$ cat config.mk
export PLATFORM = sky130hd
export DESIGN_NAME = seq_detect_prog
export DESIGN_NICKNAME = d
export VERILOG_FILES = /design/src/rtl/seq_detect_prog.sv
export SDC_FILE = /design/constraint.sdc
export NUM_CORES = 1
export LEC_CHECK = 0
export CAP_MARGIN = 20
export CORE_MARGIN = 2
export CORE_UTILIZATION = 48
export CTS_CLUSTER_DIAMETER = 120
export DETAILED_ROUTE_END_ITERATION = 8
export MAX_ROUTING_LAYER = met4
export PLACE_DENSITY = 0.79
export SYNTH_ARGS = -nofsm -noshare
export SYNTH_HDL_FRONTEND = slang
export SYNTH_SLANG_ARGS = --single-unit
$ cat constraint.sdc
create_clock -name clk -period 2.7 [get_ports clk]
set_clock_uncertainty 0.05 [all_clocks]
set_input_delay 0.54 -clock clk [delete_from_list [all_inputs] [get_ports clk]]
set_output_delay 0.54 -clock clk [all_outputs]
set_load 0.05 [all_outputs]
$ cat src/rtl/seq_detect_prog.sv
// rtl/seq_detect_prog.sv - programmable serial pattern detector with saturating match counter
// Pattern length, bits and overlap mode are reloadable at run time through cfg_we.
module seq_detect_prog #(
  parameter int                 MAX_LEN     = 8,
  parameter int                 CNT_W       = 8,
  parameter logic [MAX_LEN-1:0] DEF_PATTERN = MAX_LEN'(8'h0B),
  parameter int                 DEF_LEN     = 4,
  localparam int                LEN_W       = $clog2(MAX_LEN + 1)
) (
  input  logic               clk,
  input  logic               rst_n,
  input  logic               bit_in,
  input  logic               bit_valid,
  input  logic               cfg_we,
  input  logic [MAX_LEN-1:0] cfg_pattern,
  input  logic [LEN_W-1:0]   cfg_len,
  input  logic               cfg_overlap,
  input  logic               clr,
  output logic               match,
  output logic [CNT_W-1:0]   match_count,
  output logic               overflow,
  output logic               armed,
  output logic               cfg_err
);

  typedef enum logic {FILL = 1'b0, ARMED = 1'b1} state_t;

  localparam logic [CNT_W-1:0] CNT_MAX  = {CNT_W{1'b1}};
  localparam logic [LEN_W-1:0] FILL_MAX = LEN_W'(MAX_LEN);

  state_t             state, state_next;
  logic [MAX_LEN-1:0] history, hist_next, pattern, mask;
  logic [LEN_W-1:0]   fill, fill_next, len;
  logic               overlap;
  logic               take, cfg_ok, hit;

  // A configuration write always wins over a bit in the same cycle.
  assign take      = bit_valid && !cfg_we;
  assign cfg_ok    = cfg_we && (cfg_len >= LEN_W'(2)) && (cfg_len <= FILL_MAX);
  assign hist_next = (history << 1) | MAX_LEN'(bit_in);
  assign fill_next = (fill == FILL_MAX) ? fill : fill + LEN_W'(1);

  always_comb begin
    mask = '0;
    for (int i = 0; i < MAX_LEN; i++) mask[i] = (i < int'(len));
  end

  assign hit = take && (fill_next >= len) && (((hist_next ^ pattern) & mask) == '0);

  always_comb begin
    state_next = state;
    if (cfg_ok) begin
      state_next = FILL;
    end else if (take) begin
      if (hit && !overlap)     state_next = FILL;
      else if (fill_next >= len) state_next = ARMED;
    end
  end

  always_ff @(posedge clk or negedge rst_n) begin
    if (!rst_n) state <= FILL;
    else        state <= state_next;
  end

  assign armed = (state == ARMED);

  always_ff @(posedge clk or negedge rst_n) begin
    if (!rst_n) begin
      history     <= '0;
      fill        <= '0;
      pattern     <= DEF_PATTERN;
      len         <= LEN_W'(DEF_LEN);
      overlap     <= 1'b1;
      match       <= 1'b0;
      cfg_err     <= 1'b0;
      match_count <= '0;
      overflow    <= 1'b0;
    end else begin
      match   <= hit;
      cfg_err <= cfg_we && !cfg_ok;
      if (cfg_ok) begin
        pattern <= cfg_pattern;
        len     <= cfg_len;
        overlap <= cfg_overlap;
        history <= '0;
        fill    <= '0;
      end else if (take) begin
        history <= hist_next;
        fill    <= (hit && !overlap) ? '0 : fill_next;
      end
      // Clear beats a coincident increment; the match pulse itself is unaffected.
      if (clr) begin
        match_count <= '0;
        overflow    <= 1'b0;
      end else if (hit) begin
        if (match_count == CNT_MAX) overflow    <= 1'b1;
        else                        match_count <= match_count + CNT_W'(1);
      end
    end
  end

endmodule

**Word-level counts from Yosys, hierarchy flattened**

Cells that the tools add are included.
W data, S select, Z words.

- Output and inout port bits: 12
- Register bits after elaboration: 36
- Logic and storage cells: 63
- Input port bits: 19

- Equal/unequal tests: 3
- Add/subtract/negate cells: 2
- Bitwise gates (word level): 3
- Mux-type cells: 16
- Order comparisons: 11
- Reductions and logical operators: 18

Operators by type and width:

| kind | count |
|---|---|
| $mux W8 | 3 |
| $lt A3 B4 Y1 const A | 4 |
| $mux W4 | 4 |
| $mux W7 | 2 |
| $add A8 B1 Y8 const B | 1 |
| $and A8 B8 Y8 | 1 |
| $eq A8 B8 Y1 const B | 1 |
| $logic_not A8 Y1 | 1 |
| $lt A1 B4 Y1 const A | 2 |
| $lt A2 B4 Y1 const A | 2 |
| $or A8 B1 Y8 | 1 |
| $xor A8 B8 Y8 | 1 |
| $logic_and A1 B1 Y1 | 7 |
| $mux W1 | 7 |
| $reduce_and A2 Y1 | 3 |
| $reduce_bool A2 Y1 | 3 |
| $add A4 B1 Y4 const B | 1 |
| $eq A4 B4 Y1 const B | 1 |
| $ge A4 B2 Y1 const B | 1 |
| $ge A4 B4 Y1 | 1 |
| $le A4 B4 Y1 const B | 1 |
| $logic_not A1 Y1 | 3 |
| $reduce_bool A3 Y1 | 1 |
| $ne A2 B2 Y1 const B | 1 |

**Logic depth before layout (Yosys ltp)**

- Depth after elaboration: 9
- Depth in mapped cells: 13
- Gate-level depth less buffers: 12

**Worst setup path after synthesis**

OpenSTA, ideal clock, no wires.

- Path type: flip-flop to flip-flop
- From: reg fill[0]
- To: reg match_count[6]
- Data arrival time: 2349 ps
- Stages on the path, launching flop included: 14
- Setup slack: 202 ps
- Setup time: 99 ps
- Buffers on the path: 1
- Period minus slack after synthesis: 2498 ps
- Cell sequence: dfrtp_1 -> inv_1 -> ha_1 -> nand2_1 -> nor2_1 -> xnor2_1 -> ha_1 -> nand2b_1 -> a21o_1 -> a211o_1 -> nand3_2 -> buf_4 -> inv_1 -> a311oi_1

- Cells in the longest elaborated chain, start to end: 7

Ends and longest elaborated chain:

| what | RTL line | source |
|---|---|---|
| start: declaration | 33 | `logic [LEN_W-1:0] fill, fill_next, len;` |
| start signal: assignment | 89 | `fill <= (hit && !overlap) ? '0 : fill_next;` |
| $add A4 B1 Y4 or $eq A4 B4 Y1 (tied branches) | 41 | `assign fill_next = (fill == FILL_MAX) ? fill : fill + LEN_W'(1);` |
| $mux W4 * | 41 |  |
| $ge A4 B4 Y1 * | 48 | `assign hit = take && (fill_next >= len) && (((hist_next ^ pattern) & mask) == '0);` |
| $logic_and A1 B1 Y1 * (2 in a row) | 48 |  |
| net hit | 35 | `logic take, cfg_ok, hit;` |
| $reduce_bool A2 Y1 (no source line) * | n/a |  |
| $reduce_and A2 Y1 (no source line) * | n/a |  |
| end signal: assignment | 97 | `else match_count <= match_count + CNT_W'(1);` |
| end: declaration | 20 | `output logic [CNT_W-1:0] match_count,` |

The timed path passes the listed nets; every way through them passes the cells marked *.
A chain may end at the register's enable or synchronous reset.

**Final worst setup path**

- From: reg fill[1]
- To: reg match_count[5]

- Cells in the longest elaborated chain, start to end: 7

Ends and longest elaborated chain:

| what | RTL line |
|---|---|
| $add A4 B1 Y4 or $eq A4 B4 Y1 (tied branches) | 41 |
| $mux W4 * | 41 |
| $ge A4 B4 Y1 * | 48 |
| $logic_and A1 B1 Y1 * (2 in a row) | 48 |
| $reduce_bool A2 Y1 (no source line) * | n/a |
| $reduce_and A2 Y1 (no source line) * | n/a |

Every way passes the cells marked *; elsewhere a longest branch is shown, timed or not.

==> results.py <==
metrics = {
    "run_status": {
        "status": "completed",
    },
    "job": {
        "drv_cap": 0,
    },
    "synth": {
        "ys.flop_type": "dfrtp_1",
        "synth_warnings": 0,
        "synth_nets": 213,
        "ys_seq_area_frac": 0.4732,
        "syn_area_sq_mm": 0.001917,
        "synth_cells": 187,
        "yosysUniqueCellTypes": 47,
        "synth_edf_count": 0,
        "synthArstFlopShare": 1.000,
        "syn_avg_cell_area_sq_um": 10.25,
        "synth-seq-cells": 36,
    },
    "die": {
        "dieArea_sq_mm": 0.004515,
        "io_pins": 31,
        "dieWidth_microns": 67.20,
        "fp-row-count": 22,
        "core_sq_mm": 0.003744,
        "die_h_microns": 67.20,
        "start_util": 0.5120,
    },
    "grt": {
        "grt_max_degree": 37,
        "grt_pass1_vias": 1466,
        "grt.total_usage": 0.2034,
        "grt_first_pass_wirelength_microns": 6575,
        "grt-ovfl-total": 0,
        "antenna_found_initial": 0,
    },
    "placement": {
        "numPortBuffers": 30,
        "gp_congestion": 0.8602,
        "dp_hpwl_microns": 2788,
    },
    "layout": {
        "antenna_cells": 0,
        "drive_above_1_share": 0.2227,
        "n_fill_cell": 331,
        "multi_input_area_sq_um": 958.4,
        "final-seq-area_sq_um": 907.1,
        "syn_to_final_growth_pct": 27.22,
        "nets": 254,
    },
    "timing": {
        "worst-slew-pin-transition_ps": 499.6,
        "layout_min_cycle_time_ps": 2567,
        "fin_crit_sh": 0.9508,
        "hold_slack_ps": 467.4,
        "hold_violations": 0,
        "setup_tns_ps": 0,
        "setup_violations": 0,
        "report.final.slew_viol_count": 0,
        "relSlewSlack": 0.6659,
        "timing.fmax_ghz": 0.3895,
    },
    "detailed_routing": {
        "viasPerCell": 5.617,
        "ant_nets": 0,
        "via_count": 1556,
        "drt_iter0_drc": 111,
        "first_pass_iters": 4,
        "drc": 0,
        "routed_wl_microns": 3908,
        "post_drt_wl_per_cell_microns": 14.11,
    },
    "clock_network": {
        "root_buffer": "clkbuf_8",
        "postCtsHoldBufs": 0,
        "cts_buffers": 5,
        "cts.path.max_buffers": 2,
        "clkSinkCount": 36,
        "cts.reportedPaths.clkPinSlew_ps": 80,
        "clock_latency_ps": 290,
        "ctsHtreeMaxLevel": 2,
        "cts_tree": "done",
    },
    "setup_path": {
        "critPathArrivalTime_ps": 2690,
        "r2r_cells": 12,
        "crit_start": "fill[1]",
        "startpoint_type": "flip-flop",
        "path_max_fanout": 7,
        "path_class": "flip-flop to flip-flop",
        "r2r_slack_ps": 130,
        "r2r_start": "fill[1]",
        "r2r-end": "match_count[5]",
        "crit_required_ps": 2830,
        "crit_end": "match_count[5]",
        "cp-end-kind": "flip-flop",
    },
    "power": {
        "power_density_mw_per_mm2": 602.3,
        "p_leak_nw": 1.066,
        "power_mw": 1.469,
        "ir_drop_mv": 0.3845,
    },
    "hold_path": {
        "hold_path_depth": 2,
        "hold_class": "flip-flop to flip-flop",
    },
}
==> cell families (layout without fill, tap and decap cells) <==
logic type | after synthesis | in the layout | share of synthesized area
AOI/OAI and AO/OA | 31 | 31 | 0.1168
xor gates and xnor gates | 11 | 11 | 0.05027
adders and majority gates | 7 | 7 | 0.04569
buffers and inverters | 15 | 57 | 0.03916
DFF | 36 | 36 | 0.4732
muxes | 14 | 14 | 0.08224
and+or+nand+nor | 73 | 73 | 0.1926
==> placed cells by master (no fill, tap or decap), types with 2 or more instances in the layout <==
cell type / count
dfrtp_1: 31
clkdlybuf4s50_1: 30
nand2_1: 22
nand3_1: 14
mux2_2: 14
nor2_1: 11
buf_4: 11
xor2_1: 8
o21ai_0: 8
ha_1: 7
inv_1: 6
nor2b_1: 6
a21oi_1: 6
clkbuf_8: 5
dfstp_2: 5
xnor2_1: 3
or3_1: 3
nor3_1: 3
a41oi_1: 3
o31ai_1: 2
clkinvlp_4: 2
==> synthesized netlist by cell type (all sizes together) (2+ instances only) <==
cell	count	area (sq um)
nor3	4	20.02
o21ai	8	40.04
a41oi	3	26.28
o31ai	2	15.01
xor2	8	70.07
dfrtp	31	775.7
or3b	2	17.52
nand3	15	80.08
clkbuf	4	16.26
nor2	12	45.04
nand2	22	82.58
inv	7	26.28
buf	3	22.52
mux2	14	157.7
ha	7	87.58
xnor2	3	26.28
a21oi	6	30.03
or3	3	18.77
dfstp	5	131.4
nor2b	6	37.54
a211o	2	18.77
==> area by class of cell <==
class                           instances  share of cell area
Inverter                                7             0.01077
Multi-Input combinational cell        136              0.3930
Clock inverter                          3            0.009749
Sequential cell                        36              0.3720
Clock buffer                            5             0.02822
Tap cell                               48             0.02463
Timing Repair Buffer                   42              0.1616
==> power breakdown <==
part           leakage, nW  internal, mW  switching [mW]
sequential           0.461         0.613          0.0631
clock               0.0404         0.182           0.203
combinational        0.565         0.206           0.201
==> worst min path at each step <==
stage / startpoint / endpoint
finish: history[4] / history[5]
global route: history[4] / history[5]
CTS: history[4] / history[5]
detailed placement: history[4] / history[5]
global placement: history[3] / history[4]
floorplan: rst_n / armed
==> sequential cells by signal, indices dropped and copies added, names as in the netlist <==
signal / flops
armed: 1
cfg_err: 1
fill: 4
history: 7
len: 4
match: 1
match_count: 8
overflow: 1
overlap: 1
pattern: 8
==> stage by stage <==
step / utilization / setup slack, ps / instances / cell area, sq um
5_1_grt: 0.6514 / -41.82 / 277 / 2439
6_report: 0.6514 / 132.9 / 277 / 2439
3_5_place_dp: 0.6133 / 30.01 / 266 / 2296
2_1_floorplan: - / 201.8 / 187 / 1917
3_3_place_gp: 0.6133 / 149.9 / 266 / 2296
4_1_cts: 0.6380 / 7.661 / 274 / 2389
==> worst max-delay path: stages, from the launching register on <==
cell and delay, ps:
dfrtp_1 380, inv_1 90, ha_1 150, nand2_1 90, nor2_2 160, xnor2_1 140, ha_1 240, nand2b_1 140
a21o_1 190, a211o_4 360, nand3_4 110, nor3_1 80, mux2_2 270
==> per-layer routing <==
metal	part of all wire	vias to the layer above	GRT usage
met1	0.44	769	0.2562
met5	0	-	-
li1	-	749	-
met3	0.044	6	0.06000
met2	0.50	32	0.3106
met4	0.017	0	0.07653
==> timing repair <==
action | in CTS | in global routing
setup buffers | 0 | 3
resized for setup | 0 | 6
hold endpoints to repair | 0 | 0
setup endpoints to repair | 0 | 12
Power figures use the tool's default switching activity.
